File: config.mk
export PLATFORM = sky130hd
export DESIGN_NAME = wm_phase_timer
export DESIGN_NICKNAME = d
export VERILOG_FILES = /design/src/rtl/wm_phase_timer.sv
export SDC_FILE = /design/constraint.sdc
export NUM_CORES = 1
export LEC_CHECK = 0
export ABC_AREA = 1
export CORE_MARGIN = 1
export CORE_UTILIZATION = 25
export CTS_CLUSTER_DIAMETER = 50
export DETAILED_ROUTE_END_ITERATION = 6
export HOLD_SLACK_MARGIN = 0.03
export PLACE_DENSITY_LB_ADDON = 0.2
export SLEW_MARGIN = 20
export SYNTH_ARGS = -nofsm -noshare
export SYNTH_HDL_FRONTEND = slang
export SYNTH_SLANG_ARGS = --single-unit
File: constraint.sdc
create_clock -name clock -period 1.6 [get_ports clock]
set_input_delay 0.32 -clock clock [delete_from_list [all_inputs] [get_ports clock]]
set_output_delay 0.32 -clock clock [all_outputs]
set_load 0.005 [all_outputs]
File: src/rtl/wm_phase_timer.sv
// Phase timer for the washing-machine controller: times fill/heat/wash/rinse/spin
// and pulses sig_Time_Out or sig_Completed. Optional pause input under WM_PAUSE_EN.
module wm_phase_timer #(
  parameter int PRESCALE     = 1000,
  parameter int CNT_W        = 16,
  parameter int FILL_TIMEOUT = 120,
  parameter int HEAT_TIMEOUT = 300,
  parameter int WASH_TIME    = 600,
  parameter int RINSE_TIME   = 300,
  parameter int SPIN_TIME    = 180
) (
  input  logic             clock,
  input  logic             reset,
  input  logic [2:0]       state,
`ifdef WM_PAUSE_EN
  input  logic             pause,
`endif
  output logic             sig_Completed,
  output logic             sig_Time_Out,
  output logic             busy,
  output logic [CNT_W-1:0] remaining
);

  // state | meaning
  // IDLE  | controller in START/READY/FAULT, nothing timed
  // RUN   | timing the current phase
  // HOLD  | phase elapsed, waiting for the controller to move on
  typedef enum logic [1:0] {IDLE, RUN, HOLD} fsm_t;

  localparam int PW = (PRESCALE > 1) ? $clog2(PRESCALE) : 1;
  localparam logic [PW-1:0] PS_LAST = PW'(PRESCALE - 1);

  localparam longint unsigned CNT_MAX = (64'd1 << CNT_W) - 64'd1;
  localparam bit CFG_OK = (64'(FILL_TIMEOUT) <= CNT_MAX) && (64'(HEAT_TIMEOUT) <= CNT_MAX) &&
                          (64'(WASH_TIME) <= CNT_MAX) && (64'(RINSE_TIME) <= CNT_MAX) &&
                          (64'(SPIN_TIME) <= CNT_MAX);

  // A zero duration still runs one tick so the phase always produces its pulse.
  localparam logic [CNT_W-1:0] FILL_LD  = (FILL_TIMEOUT == 0) ? CNT_W'(1) : CNT_W'(FILL_TIMEOUT);
  localparam logic [CNT_W-1:0] HEAT_LD  = (HEAT_TIMEOUT == 0) ? CNT_W'(1) : CNT_W'(HEAT_TIMEOUT);
  localparam logic [CNT_W-1:0] WASH_LD  = (WASH_TIME == 0)    ? CNT_W'(1) : CNT_W'(WASH_TIME);
  localparam logic [CNT_W-1:0] RINSE_LD = (RINSE_TIME == 0)   ? CNT_W'(1) : CNT_W'(RINSE_TIME);
  localparam logic [CNT_W-1:0] SPIN_LD  = (SPIN_TIME == 0)    ? CNT_W'(1) : CNT_W'(SPIN_TIME);

  fsm_t             fsm;
  logic [2:0]       prev_state;
  logic [PW-1:0]    prescaler;
  logic [CNT_W-1:0] count;
  logic [CNT_W-1:0] load_val;
  logic             phase_change;
  logic             timed_phase;
  logic             frozen;
  logic             tick;

`ifdef WM_PAUSE_EN
  assign frozen = pause;
`else
  assign frozen = 1'b0;
`endif

  assign phase_change = (state != prev_state);
  assign timed_phase  = (state >= 3'd2) && (state <= 3'd6);
  assign tick         = (prescaler == PS_LAST) && !frozen;

  always_comb begin
    load_val = CNT_W'(1);
    case (state)
      3'd2:    load_val = FILL_LD;
      3'd3:    load_val = HEAT_LD;
      3'd4:    load_val = WASH_LD;
      3'd5:    load_val = RINSE_LD;
      3'd6:    load_val = SPIN_LD;
      default: load_val = CNT_W'(1);
    endcase
  end

  always_ff @(posedge clock) begin
    if (reset) begin
      prev_state    <= 3'd0;
      fsm           <= IDLE;
      prescaler     <= '0;
      count         <= '0;
      sig_Completed <= 1'b0;
      sig_Time_Out  <= 1'b0;
    end else begin
      assert (CFG_OK);
      prev_state    <= state;
      sig_Completed <= 1'b0;
      sig_Time_Out  <= 1'b0;
      if (phase_change) begin
        prescaler <= '0;
        if (timed_phase) begin
          fsm   <= RUN;
          count <= load_val;
        end else begin
          fsm   <= IDLE;
          count <= '0;
        end
      end else if (fsm == RUN && !frozen) begin
        if (tick) begin
          prescaler <= '0;
          if (count == CNT_W'(1)) begin
            count         <= '0;
            fsm           <= HOLD;
            sig_Time_Out  <= (state == 3'd2) || (state == 3'd3);
            sig_Completed <= (state >= 3'd4) && (state <= 3'd6);
          end else begin
            count <= count - CNT_W'(1);
          end
        end else begin
          prescaler <= prescaler + PW'(1);
        end
      end
    end
  end

  assign busy      = (fsm == RUN);
  assign remaining = (fsm == RUN) ? count : '0;

endmodule

# Yosys cells after proc, flatten, opt, wreduce, memory -nomap -nowiden
# Index checks and enable logic that the tools add are counted.
[classes]
addsub = 2
n_mux = 13
bitwise = 3
eq_ne = 9
reduce_logical = 11
n_lt_le_gt_ge = 3
[op_table]
columns = ["operator", "count"]
rows = [
  ["$mux 16", 6],
  ["$pmux 10 s4", 1],
  ["$eq 16x1->1 const B", 1],
  ["$sub 16x1->16 const B", 1],
  ["$add 10x1->10 const B", 1],
  ["$eq 10x10->1 const B", 1],
  ["$mux 10", 1],
  ["$eq 3x3->1 const B", 3],
  ["$mux 2", 4],
  ["$eq 3x2->1 const B", 2],
  ["$reduce_bool 2->1", 3],
  ["$reduce_or 5->1", 1],
  ["$reduce_or 2->1", 2],
  ["$ge 3x2->1 const B", 1],
  ["$ge 3x3->1 const B", 1],
  ["$le 3x3->1 const B", 1],
  ["$ne 3x3->1", 1],
  ["$not 1->1", 3],
  ["$reduce_and 3->1", 1],
  ["$eq 2x1->1 const B", 1],
  ["$logic_and 1x1->1", 2],
  ["$reduce_and 2->1", 1],
  ["$logic_or 1x1->1", 1],
  ["$mux 1", 1],
]
[totals]
word_cells = 47
regBits = 33
out_inout_bits = 19
inputBits = 5

# Logic depth before layout (Yosys ltp)
# Gate-level depths: netlist of the first run.
[depth]
word_depth = 5
ltp_mapped = 11

# Worst setup path before layout of the first run
# No wires, ideal clock.
[synth_timing]
path_type = "register to register"
startpoint = "register prescaler[0]"
endpoint = "register count[14]"
arrival_time_ns = 1.331
setup_slack_ns = 0.160
period_less_slack_ns = 1.440
stages_incl_launch_ff = 11
required_ns = 1.490
cell_sequence = "dfxtp_1 ha_1 nand3_1 inv_1 nand3_2 nand2_2 buf_6 buf_12 nand4_2 nand2_2 nor2_2"
[synth_via]
elab_chain_cells = 3
[synth_lines]
columns = ["element", "line", "text"]
rows = [
  ["start, declared", "47", "logic [PW-1:0] prescaler;"],
  ["start signal, assigned", "111", "prescaler <= prescaler + PW'(1);"],
  ["$eq 10x10->1", "63", "assign tick = (prescaler == PS_LAST) && !frozen;"],
  ["$reduce_bool 2->1 (no source line)", "--", ""],
  ["$reduce_and 2->1 (no source line)", "--", ""],
  ["end signal, assigned", "94", "count <= load_val;"],
  ["end signal, assigned", "108", "count <= count - CNT_W'(1);"],
  ["end, declared", "48", "logic [CNT_W-1:0] count;"],
]
# Every way passes these cells.
# A chain may end at the register's enable or synchronous reset.

# Worst setup path after layout of the first run
[layout_timing]
startpoint = "register fsm[1]"
endpoint = "output remaining[5]"
[layout_via]
elab_chain_cells = 2
[layout_lines]
columns = ["element", "line", "text"]
rows = [
  ["start, declared", "45", "fsm_t fsm;"],
  ["start signal, assigned", "80", "fsm <= IDLE;"],
  ["start signal, assigned", "93", "fsm <= RUN;"],
  ["start signal, assigned", "96", "fsm <= IDLE;"],
  ["$eq 2x1->1", "118", "assign remaining = (fsm == RUN) ? count : '0;"],
  ["$mux 16", "118", ""],
  ["end, declared", "21", "output logic [CNT_W-1:0] remaining"],
]
# Every way passes these cells.

==> results of run 1 <==
-- routing by layer --
| layer | GRT usage, % | routed length, µm | vias to the layer above |
|---|---|---|---|
| li1 | - | - | 1106 |
| met1 | 17.9 | 2800 | 920 |
| met2 | 21.8 | 2360 | 33 |
| met3 | 2.87 | 240 | 7 |
| met4 | 4.23 | 68 | 0 |
| met5 | 0 | 0 | - |
-- cell families after synthesis --
family | Yosys count | share of synthesized area (%)
fa+ha+maj | 3 | 1.82
compound gates | 28 | 7.27
xor+xnor | 11 | 5.03
flops | 33 | 32.0
buf+inv | 50 | 11.2
simple gates | 192 | 42.7
-- cell usage after synthesis (all sizes together) --
| library cell | count | area, µm² |
|---|---|---|
| nor2 | 80 | 330 |
| nand2 | 72 | 305 |
| inv | 43 | 161 |
| dfxtp | 33 | 661 |
| nand3 | 24 | 140 |
| o21ai | 15 | 75.1 |
| a21oi | 12 | 63.8 |
| nor3 | 10 | 60.1 |
| xor2 | 9 | 86.3 |
| buf | 7 | 70.1 |
| ha | 3 | 37.5 |
| nand4 | 3 | 25.0 |
| xnor2 | 2 | 17.5 |
| a21boi | 1 | 11.3 |
| nand3b | 1 | 7.51 |
| nor3b | 1 | 7.51 |
| nor4 | 1 | 6.26 |
-- critical path: stages, from the launching register on --
cell and delay, ns:
dfxtp_2 0.34, inv_2 0.07, nand2_4 0.07, buf_12 0.15, nor2_1 0.08, clkdlybuf4s15_1 0.21
-- area by class of cell --
class	count	area share, %
Clock inverter	3	1.63
Inverter	43	5.68
Multi-Input combinational cell	234	44.7
Clock buffer	5	2.42
Timing Repair Buffer	62	17.7
Sequential cell	33	23.4
Tap cell	102	4.49
-- flip-flops by register name (all words and copies together), names as in the netlist --
name,flops
count,16
prescaler,10
prev_state,3
fsm,2
sig_Completed,1
sig_Time_Out,1
-- worst max-delay path by stage --
stage | startpoint | endpoint | slack [ns] | cells past startpoint
after floorplan | prescaler[0]$_SDFFE_PP0P_ | count[14]$_SDFFE_PP0P_ | 0.16 | 10
after CTS | fsm[0]$_SDFFE_PP0P_ | busy | -0.19 | 3
after detailed placement | state[2] | count[4]$_SDFFE_PP0P_ | -0.32 | 8
after global routing | count[6]$_SDFFE_PP0P_ | count[1]$_SDFFE_PP0P_ | 0.00006 | 9
final | fsm[1]$_SDFFE_PP0P_ | remaining[5] | 0.06 | 5
after global placement | state[2] | count[4]$_SDFFE_PP0P_ | -0.32 | 8
-- stage by stage --
step	power, W	setup TNS, ns	setup slack, ns	hold slack [ns]
5_1_grt	0.00235	0	0.0000594	0.439
3_3_place_gp	0.00136	-6.15	-0.321	0.468
6_report	0.00222	0	0.0622	0.422
3_5_place_dp	0.00136	-7.23	-0.318	0.469
4_1_cts	0.00220	-0.186	-0.186	0.480
2_1_floorplan	0.00120	0	0.160	0.442
-- repair_timing --
item,4_1_cts,5_1_grt
setup buffers,0,4
cloned,0,1
gates resized for setup,23,62
pin swaps,1,7
hold endpoints to repair,0,0
setup endpoints to repair,21,43
-- power by group through the flow --
stage	registers, W	clock network, W	logic [W]
final	0.000880	0.000830	0.000515
after global routing	0.000884	0.000892	0.000576
after CTS	0.000878	0.000860	0.000463
after detailed placement	0.000898	0	0.000462
after global placement	0.000898	0	0.000462
after floorplan	0.000888	0	0.000309
==> flow_summary.html, run 1 <==
<table>
<tr><th>Metric</th><th>Value</th></tr>
<tr><th colspan="2">Min path</th></tr>
<tr><td>Hold path cells</td><td>4</td></tr>
<tr><td>Classification of the worst-slack hold path</td><td>input pin to flip-flop</td></tr>
<tr><td>Worst Hold End</td><td>prev_state[1]$_SDFF_PP0_</td></tr>
<tr><td>Min-Delay Startpoint</td><td>state[1]</td></tr>
<tr><th colspan="2">Clocking</th></tr>
<tr><td>Number of sinks handled by clock tree synthesis</td><td>33</td></tr>
<tr><td>CTS clk-pin slew, worst paths</td><td>roughly 0.08 ns</td></tr>
<tr><td>Clock latency at the later pin of the worst-skew pair</td><td>between 0.2 and 0.3 ns</td></tr>
<tr><td>H-tree depth reported by CTS</td><td>2</td></tr>
<tr><td>Number of buffers on the longest clock path</td><td>2</td></tr>
<tr><td>Clock tree from TritonCTS</td><td>built</td></tr>
<tr><td>Cts bufs inserted</td><td>5</td></tr>
<tr><td>Hold buffers post-CTS</td><td>0</td></tr>
<tr><td>Master cell of the clock root buffer</td><td>clkbuf_8</td></tr>
<tr><th colspan="2">Die</th></tr>
<tr><td>Row cnt</td><td>32</td></tr>
<tr><td>Die Footprint</td><td>between 8000 and 9000 µm²</td></tr>
<tr><td>I/O pin cnt</td><td>24</td></tr>
<tr><td>Vert. Die Dim</td><td>between 90 and 100 µm</td></tr>
<tr><td>Die span in x</td><td>just over 90 µm</td></tr>
<tr><td>Core box area</td><td>7850 µm²</td></tr>
<tr><td>Initial core utilization</td><td>a little over a quarter</td></tr>
<tr><th colspan="2">Final layout</th></tr>
<tr><td>Most frequent standard cell in the layout excluding fill and tap cells</td><td>nor2_1</td></tr>
<tr><td>Commonest cells after routing, fill and taps aside</td><td>nor2_1 (68), nand2_1 (59), inv_1 (34)</td></tr>
<tr><td>Multi-input logic area</td><td>about 1300 µm²</td></tr>
<tr><td>Ant diodes</td><td>0</td></tr>
<tr><td>Share of layout cells above drive strength 1</td><td>30.3%</td></tr>
<tr><td>Post-synthesis to final-layout area growth</td><td>37.6%</td></tr>
<tr><td>Fill cell total of the finished layout</td><td>roughly 890</td></tr>
<tr><td>Flip-flop and latch area</td><td>about 660 µm²</td></tr>
<tr><td>Final #Nets</td><td>roughly 390</td></tr>
<tr><td>Finished Layout Cells</td><td>between 400 and 500</td></tr>
<tr><td>Post-route cell area</td><td>around 2800 µm²</td></tr>
<tr><td>Post-layout utilization of the core</td><td>36.2%</td></tr>
<tr><th colspan="2">Setup path</th></tr>
<tr><td>Logic depth of the worst register-to-register path</td><td>10</td></tr>
<tr><td>Worst flop-to-flop path startpoint</td><td>fsm[1]$_SDFFE_PP0P_</td></tr>
<tr><td>Class of the most critical setup path</td><td>flip-flop to output pin</td></tr>
<tr><td>Flop2flop setup slack</td><td>approximately 0.1 ns</td></tr>
<tr><td>Worst-path fanout max</td><td>10</td></tr>
<tr><td>Type of element launching the critical path</td><td>flip-flop</td></tr>
<tr><td>Crit. End Element</td><td>output pin</td></tr>
<tr><td>Crit Reg-Reg Endpoint</td><td>count[7]$_SDFFE_PP0P_</td></tr>
<tr><td>Worst EP required</td><td>between 1 and 1.5 ns</td></tr>
<tr><td>Endpoint arrival time on the critical path</td><td>roughly 1.2 ns</td></tr>
<tr><th colspan="2">Drt</th></tr>
<tr><td>Vias per Instance</td><td>around 4.3</td></tr>
<tr><td>Total wire length</td><td>between 5000 and 6000 µm</td></tr>
<tr><td>DRC violation total after the first TritonRoute iteration</td><td>98</td></tr>
<tr><td>Via Count</td><td>2,066</td></tr>
<tr><td>Number of optimization iterations in the first detailed-route pass</td><td>4</td></tr>
<tr><td>Routed length per placed instance</td><td>between 10 and 15 µm</td></tr>
<tr><td>Antenna Violating Nets Remaining</td><td>0</td></tr>
<tr><td>Final routed DRC violation total</td><td>0</td></tr>
<tr><th colspan="2">Placement</th></tr>
<tr><td>DP Wirelength</td><td>4120 µm</td></tr>
<tr><td>I/O Buffers</td><td>23</td></tr>
<tr><td>Final Wtd Congestion</td><td>0.794</td></tr>
<tr><td>Number of placed instances, taps included</td><td>between 400 and 500</td></tr>
<tr><td>Placement-stage cell area</td><td>between 2000 and 3000 µm²</td></tr>
<tr><th colspan="2">Yosys</th></tr>
<tr><td>Mapped Nets</td><td>about 330</td></tr>
<tr><td>Synth warnings</td><td>0</td></tr>
<tr><td>Proportion of synthesized chip area in sequential cells</td><td>approximately a third</td></tr>
<tr><td>Number of synthesized register bits</td><td>33</td></tr>
<tr><td>Count of unique library cells instantiated by Yosys</td><td>32</td></tr>
<tr><td>Syn_area_per_cell</td><td>around 6.5 µm²</td></tr>
<tr><td>Synth Cell Area</td><td>around 2100 µm²</td></tr>
<tr><td>Synthesized netlist cell count</td><td>approximately 320</td></tr>
<tr><th colspan="2">GRT</th></tr>
<tr><td>Via count of the first global-routing pass</td><td>about 2k</td></tr>
<tr><td>Initial antenna violation count</td><td>0</td></tr>
<tr><td>Pin count of the biggest net entering global routing</td><td>21</td></tr>
<tr><td>Remaining global-route overflow</td><td>0</td></tr>
<tr><td>Total Routing Usage GR</td><td>13.5%</td></tr>
<tr><td>First-pass GRT wire length</td><td>roughly 9200 µm</td></tr>
<tr><th colspan="2">Pwr</th></tr>
<tr><td>Switching power share of the total</td><td>between 30% and 40%</td></tr>
<tr><td>Power density cells</td><td>roughly 780 nW/µm²</td></tr>
<tr><td>Net load switching power</td><td>slightly below 0.0007 W</td></tr>
<tr><td>Leakage dissipation</td><td>1.29 nW</td></tr>
<tr><td>Sequential cell fraction of total power</td><td>39.6%</td></tr>
<tr><td>Logic gate share of total power</td><td>between 20% and 30%</td></tr>
<tr><td>Internal power of the cells</td><td>0.00153 W</td></tr>
<tr><td>Worst IR drop on VDD</td><td>between 400 and 500 µV</td></tr>
<tr><td>Clock network fraction of design power</td><td>37.3%</td></tr>
<tr><th colspan="2">STA</th></tr>
<tr><td>Clock Skew</td><td>approximately 0.0083 ns</td></tr>
<tr><td>RSZ-0062 raised after global routing</td><td>no</td></tr>
<tr><td>Final min period</td><td>around 1.5 ns</td></tr>
<tr><td>Fmax</td><td>650 MHz</td></tr>
<tr><td>Final clock period utilization by the worst path</td><td>a little over nine tenths</td></tr>
<tr><td>Actual transition at the worst max-transition pin</td><td>about 0.42 ns</td></tr>
<tr><td>Number of hold violations in the final report</td><td>0</td></tr>
<tr><td>Max-slew headroom</td><td>71.9%</td></tr>
<tr><td>Number of pins with negative max-slew slack in the final report</td><td>0</td></tr>
<tr><td>Endpoints failing setup</td><td>0</td></tr>
<tr><th colspan="2">Outcome</th></tr>
<tr><td>Status</td><td>finished clean</td></tr>
<tr><th colspan="2">Flow run</th></tr>
<tr><td>Max-capacitance violation count</td><td>0</td></tr>
</table>
Power figures use the tool's default switching activity.
==> run 2, diff against run 1 <==
--- a/config.mk
+++ b/config.mk
@@ -6,8 +6,9 @@
 export NUM_CORES = 1
 export LEC_CHECK = 0
 export ABC_AREA = 1
+export CAP_MARGIN = 20
 export CORE_MARGIN = 1
-export CORE_UTILIZATION = 25
+export CORE_UTILIZATION = 24
 export CTS_CLUSTER_DIAMETER = 50
 export DETAILED_ROUTE_END_ITERATION = 6
 export HOLD_SLACK_MARGIN = 0.03
==> run 2 against run 1 <==
Maximum frequency about the same. First-iteration DRC count decreased by 49%. Register-to-register slack got worse by 0.03 ns. Design area decreased by 1.1%. Wire length increased by 4.9%. Via count decreased by 1.2%. Final cell count increased by 0.62%. Worst setup slack about the same. Global-route usage decreased by 0.23 points. Worst hold slack improved by 0.0073 ns. Sequential share of layout area increased by 0.27 points. Die area increased by 4.1%.
==> flow_summary.html, run 2 (same netlist as run 1, synthesis figures left out) <==
<table>
<tr><th>Metric</th><th>Value</th></tr>
<tr><th colspan="2">Final layout</th></tr>
<tr><td>Register containing the most flip-flops in the final layout</td><td>count</td></tr>
<tr><td>Post-synthesis to final-layout area growth</td><td>36.0%</td></tr>
<tr><td>Final #Nets</td><td>387 (unchanged)</td></tr>
<tr><td>Share of layout cells above drive strength 1</td><td>29.7% (-0.53 points)</td></tr>
<tr><td>Largest regs</td><td>count x16, prescaler x10, prev_state x3</td></tr>
<tr><td>Ant diodes</td><td>0 (unchanged)</td></tr>
<tr><td>Multi-input logic area</td><td>1260 µm² (-0.99%)</td></tr>
<tr><td>Post-route cell area</td><td>2810 µm² (-1.1%)</td></tr>
<tr><td>Post-layout utilization of the core</td><td>34.0% (-2.2 points)</td></tr>
<tr><td>Commonest cells after routing, fill and taps aside</td><td>nor2_1 (68), nand2_1 (59), inv_1 (35), buf_4 (35), dfxtp_1 (30)</td></tr>
<tr><td>Flip-flop and latch area</td><td>664 µm² (unchanged)</td></tr>
<tr><td>Largest register FFs</td><td>16 (unchanged)</td></tr>
<tr><td>Fill cell total of the finished layout</td><td>945 (+6.7%)</td></tr>
<tr><td>Most frequent standard cell in the layout excluding fill and tap cells</td><td>nor2_1</td></tr>
<tr><th colspan="2">Die</th></tr>
<tr><td>Initial core utilization</td><td>25.0% (-1.3 points)</td></tr>
<tr><td>I/O pin cnt</td><td>24 (unchanged)</td></tr>
<tr><td>Vert. Die Dim</td><td>94.8 µm (+2.0%)</td></tr>
<tr><td>Row cnt</td><td>33 (+3.1%)</td></tr>
<tr><td>Core box area</td><td>8260 µm² (+5.2%)</td></tr>
<tr><td>Die span in x</td><td>94.8 µm (+2.0%)</td></tr>
<tr><td>Die Footprint</td><td>8980 µm² (+4.1%)</td></tr>
<tr><th colspan="2">Setup path</th></tr>
<tr><td>Crit. End Element</td><td>output pin</td></tr>
<tr><td>Worst EP required</td><td>1.28 ns (about the same)</td></tr>
<tr><td>Critical path origin</td><td>fsm[1]$_SDFFE_PP0P_</td></tr>
<tr><td>Worst flop-to-flop path startpoint</td><td>fsm[1]$_SDFFE_PP0P_</td></tr>
<tr><td>Type of element launching the critical path</td><td>flip-flop</td></tr>
<tr><td>Class of the most critical setup path</td><td>flip-flop to output pin</td></tr>
<tr><td>Worst-path fanout max</td><td>9 (-1)</td></tr>
<tr><td>Endpoint arrival time on the critical path</td><td>1.22 ns (about the same)</td></tr>
<tr><th colspan="2">Drt</th></tr>
<tr><td>DRC violation total after the first TritonRoute iteration</td><td>50 (-49%)</td></tr>
<tr><td>Number of optimization iterations in the first detailed-route pass</td><td>4 (unchanged)</td></tr>
<tr><td>Vias per Instance</td><td>4.21 (-1.8%)</td></tr>
<tr><td>Total wire length</td><td>5730 µm (+4.9%)</td></tr>
<tr><td>Final routed DRC violation total</td><td>0 (unchanged)</td></tr>
<tr><td>Routed length per placed instance</td><td>11.8 µm (+4.3%)</td></tr>
<tr><td>Antenna Violating Nets Remaining</td><td>0 (unchanged)</td></tr>
<tr><td>Via Count</td><td>2,042 (-1.2%)</td></tr>
<tr><th colspan="2">STA</th></tr>
<tr><td>Clock Skew</td><td>0.00548 ns (-0.00282 ns)</td></tr>
<tr><td>Setup ws final</td><td>0.0627 ns (+0.000480 ns)</td></tr>
<tr><td>Number of pins with negative max-slew slack in the final report</td><td>0 (unchanged)</td></tr>
<tr><td>Fmax</td><td>650 MHz (about the same)</td></tr>
<tr><td>Final min period</td><td>1.54 ns (-0.000480 ns)</td></tr>
<tr><td>RSZ-0062 raised after global routing</td><td>yes</td></tr>
<tr><td>Number of hold violations in the final report</td><td>0 (unchanged)</td></tr>
<tr><td>Endpoints failing setup</td><td>0 (unchanged)</td></tr>
<tr><td>Final clock period utilization by the worst path</td><td>96.1% (about the same)</td></tr>
<tr><td>Max-slew headroom</td><td>72.9% (+0.96 points)</td></tr>
<tr><td>Actual transition at the worst max-transition pin</td><td>0.403 ns (-0.0143 ns)</td></tr>
<tr><th colspan="2">Pwr</th></tr>
<tr><td>Logic gate share of total power</td><td>24.7% (+1.6 points)</td></tr>
<tr><td>Power density cells</td><td>757 nW/µm² (-3.3%)</td></tr>
<tr><td>Net load switching power</td><td>0.000668 W (-3.5%)</td></tr>
<tr><td>Leakage dissipation</td><td>1.28 nW (-0.84%)</td></tr>
<tr><td>Internal power of the cells</td><td>0.00146 W (-4.7%)</td></tr>
<tr><td>Sequential cell fraction of total power</td><td>41.3% (+1.7 points)</td></tr>
<tr><td>Worst IR drop on VDD</td><td>365 µV (-9.4%)</td></tr>
<tr><td>Switching power share of the total</td><td>31.4% (+0.28 points)</td></tr>
<tr><td>Clock network fraction of design power</td><td>34.1% (-3.2 points)</td></tr>
<tr><td>Tot Pwr</td><td>0.00213 W (-4.4%)</td></tr>
<tr><th colspan="2">Placement</th></tr>
<tr><td>DP Wirelength</td><td>4310 µm (+4.6%)</td></tr>
<tr><td>Placement-stage cell area</td><td>2630 µm² (+0.14%)</td></tr>
<tr><td>I/O Buffers</td><td>23 (unchanged)</td></tr>
<tr><td>Final Wtd Congestion</td><td>0.818 (+3.1%)</td></tr>
<tr><td>Worst slack, placed</td><td>-0.323 ns (-0.00542 ns)</td></tr>
<tr><th colspan="2">Clocking</th></tr>
<tr><td>Clock tree from TritonCTS</td><td>built</td></tr>
<tr><td>Cts bufs inserted</td><td>5 (unchanged)</td></tr>
<tr><td>Clock latency at the later pin of the worst-skew pair</td><td>0.29 ns (about the same)</td></tr>
<tr><td>H-tree depth reported by CTS</td><td>2 (unchanged)</td></tr>
<tr><td>Number of buffers on the longest clock path</td><td>2 (unchanged)</td></tr>
<tr><td>CTS clk-pin slew, worst paths</td><td>0.07 ns (about the same)</td></tr>
<tr><td>Number of sinks handled by clock tree synthesis</td><td>33 (unchanged)</td></tr>
<tr><td>Master cell of the clock root buffer</td><td>clkbuf_8</td></tr>
<tr><th colspan="2">Flow run</th></tr>
<tr><td>Max-capacitance violation count</td><td>0 (unchanged)</td></tr>
<tr><th colspan="2">Outcome</th></tr>
<tr><td>Status</td><td>finished clean</td></tr>
<tr><th colspan="2">GRT</th></tr>
<tr><td>Initial antenna violation count</td><td>0 (unchanged)</td></tr>
<tr><td>Remaining global-route overflow</td><td>0 (unchanged)</td></tr>
<tr><td>First-pass GRT wire length</td><td>9180 µm (+0.22%)</td></tr>
<tr><td>Pin count of the biggest net entering global routing</td><td>19 (-9.5%)</td></tr>
<tr><td>Total Routing Usage GR</td><td>13.3% (-0.23 points)</td></tr>
<tr><td>Via count of the first global-routing pass</td><td>1,932 (-3.7%)</td></tr>
<tr><th colspan="2">Min path</th></tr>
<tr><td>Min-Delay Startpoint</td><td>state[1]</td></tr>
<tr><td>Classification of the worst-slack hold path</td><td>input pin to flip-flop</td></tr>
</table>
-- run 2: metal layers --
layer	GRT usage, %	wire length [µm]	part of all wire [%]	vias to the layer above
met2	20.7	2520	44	28
li1	-	-	-	1109
met3	2.74	168	2.9	4
met1	18.4	3000	52	901
met5	0	0	0	-
met4	3.79	49	0.85	0
-- run 2: what timing repair did --
item / in CTS / in global routing
buffers inserted: 1 / 2
resized for setup: 35 / 46
cloned: 0 / 2
pin swaps: 2 / 4
hold buffers: 0 / 0
endpoints found under the setup margin: 27 / 40
-- run 2: path summary, 6_finish.rpt --
check                                  end  slack (ns)  cells after the start
hold reg to reg      count[1]$_SDFFE_PP0P_        0.48                      2
setup / recovery              remaining[0]        0.06                      5
setup reg to reg     count[6]$_SDFFE_PP0P_        0.07                     11
hold / removal    prev_state[1]$_SDFF_PP0_        0.43                      4
-- run 2: critical path, cell delays in order, from the launching register on --
cell and delay (ns):
dfxtp_2 0.33, inv_2 0.07, nand2_4 0.08, buf_12 0.15
nor2_1 0.09, clkdlybuf4s15_2 0.21
-- run 2: metrics by stage --
stage          TNS (ns)  hold WS (ns)  instances
4_1_cts         -0.0138         0.482        481
6_report              0         0.430        485
3_5_place_dp      -6.54         0.467        472
3_3_place_gp      -6.14         0.466        472
5_1_grt          -0.118         0.441        485
2_1_floorplan         0         0.442        317
-- run 2: final cells by class --
cell class                      count  area share (%)
Clock buffer                        7            3.43
Clock inverter                      1           0.178
Inverter                           43            5.75
Multi-Input combinational cell    234            44.8
Sequential cell                    33            23.7
Tap cell                          105            4.68
Timing Repair Buffer               62            17.6
-- run 2: power groups by stage --
stage                     Combinational, W  Clock (W)  Sequential, W
final                             0.000525   0.000725       0.000878
after global routing              0.000585   0.000788       0.000884
after CTS                         0.000483   0.000754       0.000877
after detailed placement          0.000478          0       0.000896
after global placement            0.000481          0       0.000896
after floorplan                   0.000309          0       0.000888
